--- config.mk ---
export PLATFORM = sky130hd
export DESIGN_NAME = pc_seq_flat
export DESIGN_NICKNAME = d
export VERILOG_FILES = /design/src/rtl/icepic_lib_pkg.sv /design/src/rtl/pc_seq_if.sv /design/src/rtl/call_stack.sv /design/src/rtl/pc_seq.sv /design/src/flat_wrapper.sv
export SDC_FILE = /design/constraint.sdc
export NUM_CORES = 1
export LEC_CHECK = 0
export CORE_UTILIZATION = 53
export DETAILED_ROUTE_END_ITERATION = 10
export PLACE_DENSITY = 0.77
export SYNTH_ARGS = -nofsm -noshare
export SYNTH_HDL_FRONTEND = slang
export SYNTH_SLANG_ARGS = --single-unit
--- constraint.sdc ---
create_clock -name clk_in -period 2.45 [get_ports clk_in]
set_clock_uncertainty 0.2 [all_clocks]
set_input_delay 0.3675 -clock clk_in [delete_from_list [all_inputs] [get_ports clk_in]]
set_output_delay 0.3675 -clock clk_in [all_outputs]
set_load 0.01 [all_outputs]
--- src/rtl/icepic_lib_pkg.sv ---
// icepic_lib_pkg: shared iCEPIC types for program-flow sequencing (rev 1.0).
`default_nettype none

package icepic_lib_pkg;

  localparam int STACK_DEPTH_DEFAULT = 8;
  localparam int ADDR_W_DEFAULT      = 12;

  typedef enum logic [2:0] {
    PC_OP_NEXT      = 3'd0,
    PC_OP_GOTO      = 3'd1,
    PC_OP_CALL      = 3'd2,
    PC_OP_RETURN    = 3'd3,
    PC_OP_PCL_WRITE = 3'd4,
    PC_OP_SKIP      = 3'd5
  } pc_op_t;

  // PC_UPDATE_HOLD has no arm in pc's case statement, so pc keeps its value.
  typedef enum logic [2:0] {
    PC_UPDATE_INC     = 3'd0,
    PC_UPDATE_JUMP    = 3'd1,
    PC_UPDATE_RET     = 3'd2,
    PC_UPDATE_PCL_MOD = 3'd3,
    PC_UPDATE_HOLD    = 3'd4
  } pc_update_sel_t;

endpackage

`default_nettype wire

--- src/rtl/pc_seq_if.sv ---
// pc_seq_if: decoder/pc-side bus of the sequencer; flag signals exist only
// with STACK_OVF_FLAG_EN (rev 1.0).
`default_nettype none

interface pc_seq_if
  import icepic_lib_pkg::*;
#(
  parameter int ADDR_W      = ADDR_W_DEFAULT,
  parameter int STACK_DEPTH = STACK_DEPTH_DEFAULT
) ();

  localparam int DEPTH_W = $clog2(STACK_DEPTH) + 1;

  logic               op_valid_in;
  pc_op_t             op_in;
  logic               skip_cond_in;
  logic               stall_in;
  logic [ADDR_W-1:0]  pc_in;
  pc_update_sel_t     pc_sel_out;
  logic [ADDR_W-1:0]  stack_addr_out;
  logic               flush_out;
  logic [DEPTH_W-1:0] stack_depth_out;
`ifdef STACK_OVF_FLAG_EN
  logic               stack_ovf_out;
  logic               stack_unf_out;
`endif

  modport master (
    output op_valid_in, op_in, skip_cond_in, stall_in, pc_in,
    input  pc_sel_out, stack_addr_out, flush_out, stack_depth_out
`ifdef STACK_OVF_FLAG_EN
    , input stack_ovf_out, stack_unf_out
`endif
  );

  modport slave (
    input  op_valid_in, op_in, skip_cond_in, stall_in, pc_in,
    output pc_sel_out, stack_addr_out, flush_out, stack_depth_out
`ifdef STACK_OVF_FLAG_EN
    , output stack_ovf_out, stack_unf_out
`endif
  );

endinterface

`default_nettype wire

--- src/rtl/call_stack.sv ---
// call_stack: circular hardware return stack with saturating depth; sticky
// overflow/underflow flags with STACK_OVF_FLAG_EN (rev 1.0).
`default_nettype none

module call_stack
  import icepic_lib_pkg::*;
#(
  parameter int STACK_DEPTH = STACK_DEPTH_DEFAULT,
  parameter int ADDR_W      = ADDR_W_DEFAULT,
  localparam int DEPTH_W    = $clog2(STACK_DEPTH) + 1
) (
  input  logic               clk_in,
  input  logic               reset_n_in,
  input  logic               push_in,
  input  logic               pop_in,
  input  logic [ADDR_W-1:0]  push_data_in,
  output logic [ADDR_W-1:0]  top_out,
  output logic [DEPTH_W-1:0] depth_out
`ifdef STACK_OVF_FLAG_EN
  , output logic             ovf_out
  , output logic             unf_out
`endif
);

  localparam int SP_W = $clog2(STACK_DEPTH);
  localparam logic [DEPTH_W-1:0] DEPTH_FULL = DEPTH_W'(STACK_DEPTH);

  logic [ADDR_W-1:0]  entry_q [STACK_DEPTH];
  logic [ADDR_W-1:0]  entry_d [STACK_DEPTH];
  logic [SP_W-1:0]    sp_q, sp_d, sp_m1;
  logic [DEPTH_W-1:0] depth_q, depth_d;

  // Pointer wraps freely; only the depth counter saturates.
  assign sp_m1     = sp_q - SP_W'(1);
  assign top_out   = entry_q[sp_m1];
  assign depth_out = depth_q;

  always_comb begin
    entry_d = entry_q;
    sp_d    = sp_q;
    depth_d = depth_q;
    if (push_in) begin
      entry_d[sp_q] = push_data_in;
      sp_d          = sp_q + SP_W'(1);
      if (depth_q != DEPTH_FULL) depth_d = depth_q + DEPTH_W'(1);
    end else if (pop_in) begin
      sp_d = sp_m1;
      if (depth_q != '0) depth_d = depth_q - DEPTH_W'(1);
    end
  end

  always_ff @(posedge clk_in or negedge reset_n_in) begin
    if (!reset_n_in) begin
      entry_q <= '{default: '0};
      sp_q    <= '0;
      depth_q <= '0;
    end else begin
      entry_q <= entry_d;
      sp_q    <= sp_d;
      depth_q <= depth_d;
    end
  end

`ifdef STACK_OVF_FLAG_EN
  logic ovf_q, ovf_d, unf_q, unf_d;

  always_comb begin
    ovf_d = ovf_q | (push_in && (depth_q == DEPTH_FULL));
    unf_d = unf_q | (pop_in && (depth_q == '0));
  end

  always_ff @(posedge clk_in or negedge reset_n_in) begin
    if (!reset_n_in) begin
      ovf_q <= 1'b0;
      unf_q <= 1'b0;
    end else begin
      ovf_q <= ovf_d;
      unf_q <= unf_d;
    end
  end

  assign ovf_out = ovf_q;
  assign unf_out = unf_q;
`endif

endmodule

`default_nettype wire

--- src/rtl/pc_seq.sv ---
// pc_seq: decodes instruction flow class into the pc select, owns the return
// stack and flushes after two-cycle instructions; STACK_OVF_FLAG_EN adds flags (rev 1.0).
`default_nettype none

module pc_seq
  import icepic_lib_pkg::*;
#(
  parameter int STACK_DEPTH = STACK_DEPTH_DEFAULT,
  parameter int ADDR_W      = ADDR_W_DEFAULT
) (
  input  logic     clk_in,
  input  logic     reset_n_in,
  pc_seq_if.slave  bus
);

  localparam logic [0:0] S_EXEC  = 1'b0;
  localparam logic [0:0] S_FLUSH = 1'b1;

  logic [0:0]        state_q, state_d;
  pc_update_sel_t    sel;
  logic              push, pop;
  logic [ADDR_W-1:0] top;

  always_comb begin
    state_d = state_q;
    sel     = PC_UPDATE_HOLD;
    push    = 1'b0;
    pop     = 1'b0;
    if (!bus.stall_in) begin
      case (state_q)
        S_FLUSH: begin
          sel     = PC_UPDATE_INC;
          state_d = S_EXEC;
        end
        default: begin
          if (bus.op_valid_in) begin
            case (bus.op_in)
              PC_OP_NEXT: sel = PC_UPDATE_INC;
              PC_OP_GOTO: begin
                sel     = PC_UPDATE_JUMP;
                state_d = S_FLUSH;
              end
              PC_OP_CALL: begin
                sel     = PC_UPDATE_JUMP;
                push    = 1'b1;
                state_d = S_FLUSH;
              end
              PC_OP_RETURN: begin
                sel     = PC_UPDATE_RET;
                pop     = 1'b1;
                state_d = S_FLUSH;
              end
              PC_OP_PCL_WRITE: begin
                sel     = PC_UPDATE_PCL_MOD;
                state_d = S_FLUSH;
              end
              PC_OP_SKIP: begin
                sel = PC_UPDATE_INC;
                if (bus.skip_cond_in) state_d = S_FLUSH;
              end
              default: sel = PC_UPDATE_HOLD;
            endcase
          end
        end
      endcase
    end
  end

  always_ff @(posedge clk_in or negedge reset_n_in) begin
    if (!reset_n_in) state_q <= S_EXEC;
    else             state_q <= state_d;
  end

  // Select depends on live inputs, so it is forced to HOLD while reset is held.
  assign bus.pc_sel_out     = reset_n_in ? sel : PC_UPDATE_HOLD;
  assign bus.flush_out      = reset_n_in && (state_q == S_FLUSH);
  assign bus.stack_addr_out = reset_n_in ? top : '0;

  call_stack #(
    .STACK_DEPTH (STACK_DEPTH),
    .ADDR_W      (ADDR_W)
  ) u_stack (
    .clk_in       (clk_in),
    .reset_n_in   (reset_n_in),
    .push_in      (push),
    .pop_in       (pop),
    .push_data_in (bus.pc_in),
    .top_out      (top),
    .depth_out    (bus.stack_depth_out)
`ifdef STACK_OVF_FLAG_EN
    , .ovf_out    (bus.stack_ovf_out)
    , .unf_out    (bus.stack_unf_out)
`endif
  );

endmodule

`default_nettype wire
--- src/flat_wrapper.sv ---
// flat-port wrapper written by rule: the top's interface ports become plain ports
module pc_seq_flat import icepic_lib_pkg::*;
#(
  parameter int STACK_DEPTH = STACK_DEPTH_DEFAULT,
  parameter int ADDR_W      = ADDR_W_DEFAULT
)
  (clk_in, reset_n_in, bus_op_valid_in, bus_op_in, bus_skip_cond_in, bus_stall_in, bus_pc_in, bus_pc_sel_out, bus_stack_addr_out, bus_flush_out, bus_stack_depth_out);
  pc_seq_if #(.ADDR_W(ADDR_W), .STACK_DEPTH(STACK_DEPTH)) bus_i ();
  input  logic clk_in;
  input  logic reset_n_in;
  input wire logic [$bits(bus_i.op_valid_in)-1:0] bus_op_valid_in;
  input wire logic [$bits(bus_i.op_in)-1:0] bus_op_in;
  input wire logic [$bits(bus_i.skip_cond_in)-1:0] bus_skip_cond_in;
  input wire logic [$bits(bus_i.stall_in)-1:0] bus_stall_in;
  input wire logic [$bits(bus_i.pc_in)-1:0] bus_pc_in;
  output wire logic [$bits(bus_i.pc_sel_out)-1:0] bus_pc_sel_out;
  output wire logic [$bits(bus_i.stack_addr_out)-1:0] bus_stack_addr_out;
  output wire logic [$bits(bus_i.flush_out)-1:0] bus_flush_out;
  output wire logic [$bits(bus_i.stack_depth_out)-1:0] bus_stack_depth_out;
  assign bus_i.op_valid_in = bus_op_valid_in;
  assign bus_i.op_in = bus_op_in;
  assign bus_i.skip_cond_in = bus_skip_cond_in;
  assign bus_i.stall_in = bus_stall_in;
  assign bus_i.pc_in = bus_pc_in;
  assign bus_pc_sel_out = bus_i.pc_sel_out;
  assign bus_stack_addr_out = bus_i.stack_addr_out;
  assign bus_flush_out = bus_i.flush_out;
  assign bus_stack_depth_out = bus_i.stack_depth_out;
  pc_seq #(.STACK_DEPTH(STACK_DEPTH), .ADDR_W(ADDR_W)) u_core (.clk_in(clk_in), .reset_n_in(reset_n_in), .bus(bus_i));
endmodule
* After elaboration in Yosys (flattened, before gate mapping)
Index checks and enable logic that the tools add are counted.
** Storage, ports and cells
- Memories kept :: 0
- ROM bits :: 0
- Latch bits :: 0
- Output and inout bits :: 20
- Input bits :: 20
- Flip-flop bits (word level) :: 104
- Bits in writable memories :: 0
** Cells by class
- Mux-type cells :: 30
- Bitwise operators :: 2
- Reduce and logical (&&, ||, !) cells :: 10
- $mul :: 0
- Shift operators :: 0
- Order comparisons :: 3
- Add/subtract/negate cells :: 4
- Div/mod/pow operators :: 0
- Eq/ne operators :: 7
** Operators with widths (number)
- bitwise mux 96 bit :: 1
- two-way mux 12 bit :: 4
- binary-select mux 12 bit (select 3 bit) :: 1
- demux 12 bit (select 3 bit) :: 1
- two-way mux 3 bit :: 6
- two-way mux 4 bit :: 4
- one-hot mux 3 bit (4 select lines) :: 1
- two-way mux 1 bit :: 11
- >= comparator 4 bit, second input constant :: 2
- NOT 3 -> 4 bit :: 2
- == test 3 x 2 -> 1 bit, second input constant :: 2
- == test 3 bit, second input constant :: 2
- adder 4 x 1 -> 4 bit, second input constant :: 1
- < comparator 4 x 1 -> 1 bit, second input constant :: 1
- != test 4 bit, second input constant :: 1
- nonzero test 2 bit :: 2
- nonzero test 4 bit :: 1
- OR reduction 2 bit :: 2
- OR reduction 4 bit :: 1
- subtractor 4 x 1 -> 4 bit, second input constant :: 1
- adder 3 x 1 -> 3 bit, second input constant :: 1
- == test 3 x 1 -> 1 bit, second input constant :: 1
- zero test 3 bit :: 1
- AND reduction 3 bit :: 1
- other kinds (4) :: 5

* Longest topological paths before layout
Gate-level depths: netlist of the first run.
- Word-level depth :: 7
- Mapped depth :: 10
- Mapped depth without buffers :: 8

* Cells and area by module
Synthesis of the first run repeated with hierarchy kept, for this count alone.
** Second synthesis, totals
- Cell total of the unflattened synthesis :: 339
- Area, all modules :: 5066.1 µm²
** Modules (own cells, without submodules)
- call_stack :: instances 1, area each 4823.4 µm², sequential area each 2577.5 µm², cells each 304
- pc_seq :: instances 1, area each 242.7 µm², sequential area each 25.0 µm², cells each 35

* Worst setup path after synthesis of the first run
No wires, ideal clock.
- Path type :: register to output
- Start :: register u_core.u_stack.sp_q[1]
- End :: output port bus_stack_addr_out[10]
- Data arrival time :: 1975 ps
- Stages on the path, launching flop included :: 8
- Path slack :: -92 ps
- Path buffers :: 2
- Required time :: 1882 ps
- Path through :: dfrtp_1 -> inv_1 -> ha_1 -> clkbuf_1 -> buf_1 -> mux4_2 -> nand2_1 -> a21boi_0
** On the way
- Cells in the longest elaborated chain, start to end :: 6
** Ends and longest elaborated chain
- start, declared :: RTL line call_stack.sv:30 : logic [SP_W-1:0] sp_q, sp_d, sp_m1;
- start signal, assigned :: RTL line call_stack.sv:59 : sp_q <= sp_d;
- subtractor 3 x 1 -> 3 bit :: RTL line call_stack.sv:34 : assign sp_m1 = sp_q - SP_W'(1);
- NOT 3 -> 4 bit (not written as such) :: RTL line call_stack.sv:35 : assign top_out = entry_q[sp_m1];
- binary-select mux 12 bit (select 3 bit) :: RTL line call_stack.sv:35
- two-way mux 12 bit (not written as such) (2 in a row) :: RTL line call_stack.sv:35
- two-way mux 12 bit :: RTL line pc_seq.sv:77 : assign bus.stack_addr_out = reset_n_in ? top : '0;
- end, declared :: RTL line flat_wrapper.sv:17 : output wire logic [$bits(bus_i.stack_addr_out)-1:0] bus_stack_addr_out;
Every way passes these cells. The select of a mux whose other input is x is not followed.

* Worst setup path in the final report of the first run
- Start :: register u_core.u_stack.sp_q[1]
- End :: output port bus_stack_addr_out[5]
The elaborated chain is that of the path after synthesis.

==> metrics, run 1 <==
routed len/inst=just over 20 µm; CTS clk-pin slew, worst paths=about 0.1 ns; I/O pins=40; Syn-to-layout area delta=27.68%; first-pass GRT wire length=19.68 mm; starting DRC count in detailed routing=125; largest net degree at the start of global routing=23; Power Density=1042 nW/µm²; clk_lat worst skew=approximately 0.37 ns; Peak VDD IR=0.5583 mV; Detailed Route WL=11.86 mm; Yosys reg bits=104; fin crit share=1.027; GRT Util Overall=0.2689; drt drc=0; Setup TNS=-0.3247 ns; CP Max Fanout=7; ys async rst share=1.000; total overflow reported by the global router=0; commonest cells after routing, fill and taps aside=103 x dfrtp_1, 66 x mux2_2, 46 x buf_4; chip height=99.47 µm; Setup crit end kind=primary output; row count=35; core area=between 9000 and 10,000 µm²; GP Congestion=0.7632; CTS Root Cell=clkbuf_8; Most used DFF post-synth=dfrtp_1; Synth cell types=36; Max transition margin=0.6223; Initial Util=0.5449; # nets final=468; fmax=slightly below 400 MHz; Post-Synthesis Mean Instance Area=14.72 µm²; PnR worst setup slack=-0.06547 ns; FF-to-FF setup slack=0.17 ns; EDFF count, synth=0; worst slew pin tran=0.5647 ns; Max clock buf depth=2; CTS H-tree lvls=3; vias in the first global route=~3,500; Vias=3,287; Final Cell Area=6429 µm²; Required @ worst endpoint=1.88 ns; Final Setup Violations=7; Detailed Routing Iterations Pass 1=4; dpl cell area=5871 µm²; remaining antenna violation count after routing=0; Seq/Total Area, Yosys=0.5169; Arr. time, crit path=1.95 ns; diode count=0; hpwl dp=7.516 mm; Setup crit start kind=register; synth warn=0; total CTS buffers=9; share of cells above drive strength 1=0.5367; Chip Width=99.47 µm; status=complete, but fails checks; DIE AREA=slightly below 10,000 µm²; Crit Path Category=register to primary output; Slew Limit Fails=0; RSZ-0062 raised after global routing=true; Sink Count=around 100; initial antenna violation count=0; failing checks=negative setup slack; final hold violation count=0; Syn Nets=366; CTS tree=yes; most common cell after layout, fill and taps aside=dfrtp_1; min-delay worst type=primary input to asynchronous set/reset pin; Lkg Pwr=0.003082 µW; min cycle time layout=2.515 ns; Synth Cell Area=5035 µm²; IO buf count=39; routed vias/inst=5.687; max cap viols=0; Syn Inst Count=approximately 340
[routing by layer]
metal / GRT usage / wire length, µm / up-vias
met5: 0 / 0 / -
met4: 0.08824 / 172 / 0
met3: 0.04357 / 429 / 13
met2: 0.4525 / 6079 / 70
met1: 0.3606 / 5182 / 1754
li1: - / - / 1450
[registers in the layout, summed over array words and instances, names as in the netlist]
signal,count
u_core.u_stack.entry_q,96
u_core.u_stack.depth_out,4
u_core.state_q,1
u_core.u_stack.sp_q,3
[where the power goes]
| group | switching [µW] | leakage, µW | total (µW) | internal [µW] |
|---|---|---|---|---|
| Sequential | 279 | 0.00141 | 2390 | 2110 |
| Combinational | 1340 | 0.00159 | 3280 | 1940 |
| Clock | 623 | 0.0000895 | 1030 | 408 |
| Total | 2240 | 0.00308 | 6700 | 4460 |
[final timing paths]
| path | start | endpoint | cells after the start |
|---|---|---|---|
| worst min-delay path | reset_n_in | u_core.u_stack.entry_q[82] | 3 |
| worst min register to register | u_core.u_stack.entry_q[1] | u_core.u_stack.entry_q[1] | 1 |
| worst max register to register | u_core.u_stack.sp_q[0] | u_core.u_stack.entry_q[67] | 7 |
| max in group asynchronous | reset_n_in | u_core.u_stack.entry_q[62] | 3 |
| min in group clk_in | u_core.u_stack.entry_q[1] | u_core.u_stack.entry_q[1] | 1 |
| worst max-delay path | u_core.u_stack.sp_q[1] | bus_stack_addr_out[5] | 8 |
[synthesized netlist by cell type (2+ instances only)]
| library cell | count | area (µm²) |
|---|---|---|
| dfrtp_1 | 104 | 2603 |
| mux2_1 | 10 | 112.6 |
| clkbuf_1 | 5 | 18.77 |
| nand2_1 | 32 | 120.1 |
| nor2_1 | 3 | 11.26 |
| mux4_2 | 24 | 540.5 |
| buf_4 | 2 | 15.01 |
| buf_6 | 2 | 22.52 |
| ha_1 | 4 | 50.05 |
| buf_2 | 8 | 40.04 |
| xor2_1 | 5 | 43.79 |
| nor3_1 | 2 | 10.01 |
| and2_1 | 2 | 12.51 |
| a21oi_1 | 7 | 35.03 |
| a22o_1 | 3 | 26.28 |
| nor4_2 | 2 | 25.02 |
| inv_1 | 3 | 11.26 |
| nor3b_2 | 2 | 25.02 |
| a21boi_0 | 12 | 90.09 |
| xnor2_1 | 6 | 52.55 |
| or4_4 | 2 | 22.52 |
| mux2_2 | 66 | 743.2 |
| mux2_4 | 20 | 300.3 |
| buf_1 | 3 | 11.26 |
| o21ai_0 | 2 | 10.01 |
[cell families (layout without fill, tap and decap cells)]
group	count (synthesis)	count (layout)	share of synthesized area
mux	121	121	0.3390
flops	104	104	0.5169
simple gates	52	52	0.05542
compound gates	26	26	0.03479
buf+inv	24	131	0.02485
xor+xnor	11	11	0.01913
fa+ha+maj	4	4	0.009941
[stage by stage]
stage | instances | power (µW) | utilization | hold WS [ns] | setup slack [ns]
floorplan | 342 | 3756 | - | -0.1281 | 0.07766
CTS | 579 | 6737 | 0.6945 | 0.08241 | -0.07294
detailed placement | 535 | 4825 | 0.6353 | 0.07348 | -0.2675
global route | 578 | 7019 | 0.6957 | 0.1098 | -0.1319
finish | 578 | 6701 | 0.6957 | 0.06955 | -0.06547
global placement | 535 | 4735 | 0.6353 | 0.07768 | -0.2130
[worst max-delay path: stages, from the launching register on]
cell	delay, ns
dfrtp_1	0.38
inv_2	0.06
ha_4	0.34
buf_12	0.15
buf_6	0.10
mux4_2	0.29
nand2_1	0.08
a21boi_1	0.05
buf_2	0.13
[area by class of cell]
class	instances	area (µm²)
Fill cell	626	2811
Sequential cell	104	2604
Multi-Input combinational cell	214	2395
Timing Repair Buffer	111	1064
Tap cell	129	161.4
Clock buffer	10	137.6
Clock inverter	6	50.05
Inverter	4	17.52
[timing repair]
action / CTS / global route
setup endpoints to repair: 15 / 12
pin swaps: 10 / 20
buffers inserted: 18 / 1
endpoints found under the hold margin: 60 / 0
resized for setup: 88 / 25
hold buffers: 7 / 0
gates cloned: 3 / 0
Power figures use the tool's default switching activity.
==> run 2: changes to the inputs <==
--- a/config.mk
+++ b/config.mk
@@ -7,6 +7,7 @@
 export LEC_CHECK = 0
 export CORE_UTILIZATION = 53
 export DETAILED_ROUTE_END_ITERATION = 10
+export GPL_ROUTABILITY_DRIVEN = 0
 export PLACE_DENSITY = 0.77
 export SYNTH_ARGS = -nofsm -noshare
 export SYNTH_HDL_FRONTEND = slang
==> constraint.sdc (replaced) <==
create_clock -name clk_in -period 2.45 [get_ports clk_in]
set_clock_uncertainty 0.2 [all_clocks]
set_input_delay 0.3675 -clock clk_in [delete_from_list [all_inputs] [get_ports clk_in]]
set_output_delay 0.3675 -clock clk_in [all_outputs]
set_load 0.1 [all_outputs]
==> run 2 against run 1 <==
  * The flow still finishes with violations (negative setup slack)
  * Count of clock-buffer cells in the layout unchanged
  * Sequential power barely moved
  * Hold slack better by 0.12 ns
  * Register-to-register slack gained 0.08 ns
  * Combinational power increased by 15%
  * Wire length fell by 5.4%
  * Via count is 4.6% lower
  * Largest power group unchanged
==> metrics, run 2 (same netlist as run 1, synthesis figures left out) <==
status=complete, but fails checks; failing checks=negative setup slack; CTS H-tree lvls=3 (unchanged); cell mode on critical path=buf_12; Power Density=1115 nW/µm² (+7.0%); first-pass GRT wire length=18.75 mm (-4.7%); CTS Root Cell=clkbuf_8; Vias=3,137 (-4.6%); row count=35 (unchanged); Initial Util=0.5449 (unchanged); Slew Limit Fails=0 (unchanged); Buf/Inv on CP=3 (-1); fillers=591 (-5.6%); Final Setup Violations=12 (+5); Lkg Pwr=0.003070 µW (-0.38%); max cap viols=0 (unchanged); fmax=395.9 MHz (-0.42%); drt drc=0 (unchanged); Peak VDD IR=0.6228 mV (+12%); IO buf count=39 (unchanged); routed vias/inst=5.662 (-0.43%); CP Max Fanout=7 (unchanged); min cycle time layout=2.526 ns (+0.01058 ns); I/O pins=40 (unchanged); most common cell after layout, fill and taps aside=dfrtp_1; Sink Count=104 (unchanged); largest net degree at the start of global routing=33 (+43%); initial antenna violation count=0 (unchanged); worst-path cell chain=inv_4, ha_4, buf_12, mux4_2, nand2_4, a21boi_4, buf_12; final hold violation count=0 (unchanged); total CTS buffers=9 (unchanged); share of cells above drive strength 1=0.5765 (+0.03972); remaining antenna violation count after routing=0 (unchanged); RSZ-0062 raised after global routing=true; total overflow reported by the global router=0 (unchanged); CTS tree=yes; Chip Width=99.47 µm (unchanged); Detailed Route WL=11.22 mm (-5.4%); commonest cells after routing, fill and taps aside=101 x dfrtp_1, 66 x mux2_2, 42 x buf_4; Setup crit end kind=primary output; slowest CP cell=dfrtp_2; Syn-to-layout area delta=30.09%; CTS clk-pin slew, worst paths=0.10 ns (about the same); diode count=0 (unchanged); Setup crit start kind=register; Arr. time, crit path=1.96 ns (about the same); Largest register FFs=96 (unchanged); core area=9240 µm² (unchanged); starting DRC count in detailed routing=148 (+18%); chip height=99.47 µm (unchanged); Total Power=7306 µW (+9.0%); DIE AREA=9893 µm² (unchanged); PnR worst setup slack=-0.07605 ns (-0.01058 ns); GRT Util Overall=0.2526 (-0.01639); largest stage delay on the critical path=0.40 ns (+0.02 ns); fin crit share=1.031 (+0.004318); Max clock buf depth=2 (unchanged); routed len/inst=20.25 µm (-1.3%); Crit Path Category=register to primary output; Max transition margin=0.7614 (+0.1391); # nets final=444 (-5.1%); Setup TNS=-0.7645 ns (-0.4397 ns); dpl ws=-0.1318 ns (+0.1357 ns); worst slew pin tran=0.3579 ns (-0.2067 ns); vias in the first global route=3,405 (-3.9%); hold slack=0.1867 ns (+0.1172 ns); hpwl dp=7.327 mm (-2.5%); Required @ worst endpoint=1.88 ns (about the same); CP delay by family, top=flip-flops; min-delay worst type=primary input to asynchronous set/reset pin; Largest Register=u_core.u_stack.entry_q; Detailed Routing Iterations Pass 1=4 (unchanged); clk_lat worst skew=0.37 ns (about the same)
[run 2: cell types whose count changed in the layout (fill, tap and decap cells not counted), sizes merged]
| cell | delta |
|---|---|
| dlygate4sd3 | -6 |
| clkdlybuf4s50 | -4 |
| buf | -11 |
| dlygate4sd2 | -4 |
| bufinv | +1 |
| clkbuf | +1 |
| clkinvlp | -1 |
[run 2: timing repair]
item,4_1_cts,5_1_grt
setup endpoints to repair,12,13
gates resized for setup,28,5
cloned,2,1
pin swaps,6,6
setup buffers,6,0
hold endpoints to repair,41,0
hold buffers,1,0
[run 2: layout make-up]
type | instances | area [µm²] | area share
flip-flops and latches | 104 | 2606 | 0.3979
repair buffers | 87 | 1020 | 0.1557
well taps | 129 | 161.4 | 0.02464
clock inverters | 6 | 75.07 | 0.01146
inverters | 4 | 22.52 | 0.003438
multi-input cells | 214 | 2527 | 0.3859
clock buffers | 10 | 137.6 | 0.02101
[run 2: report_power, final]
group / internal, µW / switching (µW)
registers: 2110 / 287
logic: 1780 / 2000
clock network: 515 / 620
total: 4400 / 2900
[run 2: stage by stage]
stage / std cells / instance area (µm²) / util
2_1_floorplan: 342 / 5221 / -
3_3_place_gp: 528 / 6111 / 0.6613
3_5_place_dp: 528 / 6111 / 0.6613
4_1_cts: 553 / 6506 / 0.7041
5_1_grt: 554 / 6550 / 0.7089
6_report: 554 / 6550 / 0.7089
[run 2: worst paths after layout]
check                      slack (ns)                     endpoint  depth (start not counted)                      start
min reg2reg                      0.30    u_core.u_stack.entry_q[5]                          1  u_core.u_stack.entry_q[5]
max                             -0.08        bus_stack_addr_out[9]                          7     u_core.u_stack.sp_q[0]
min in group clk_in              0.30    u_core.u_stack.entry_q[5]                          1  u_core.u_stack.entry_q[5]
max reg2reg                      0.25   u_core.u_stack.entry_q[71]                          7             u_core.state_q
max in group asynchronous        1.23   u_core.u_stack.entry_q[56]                          4                 reset_n_in
min                              0.19  u_core.u_stack.depth_out[3]                          2                 reset_n_in
[run 2: metal layers]
metal  GRT usage  vias to the layer above  share of wire  wire length, µm
met3     0.05271                       14          0.045              504
met2      0.4204                       67           0.51             5681
met4     0.06222                        0          0.015              168
met5           0                        -              0                0
li1            -                     1403              -                -
met1      0.3426                     1653           0.43             4867
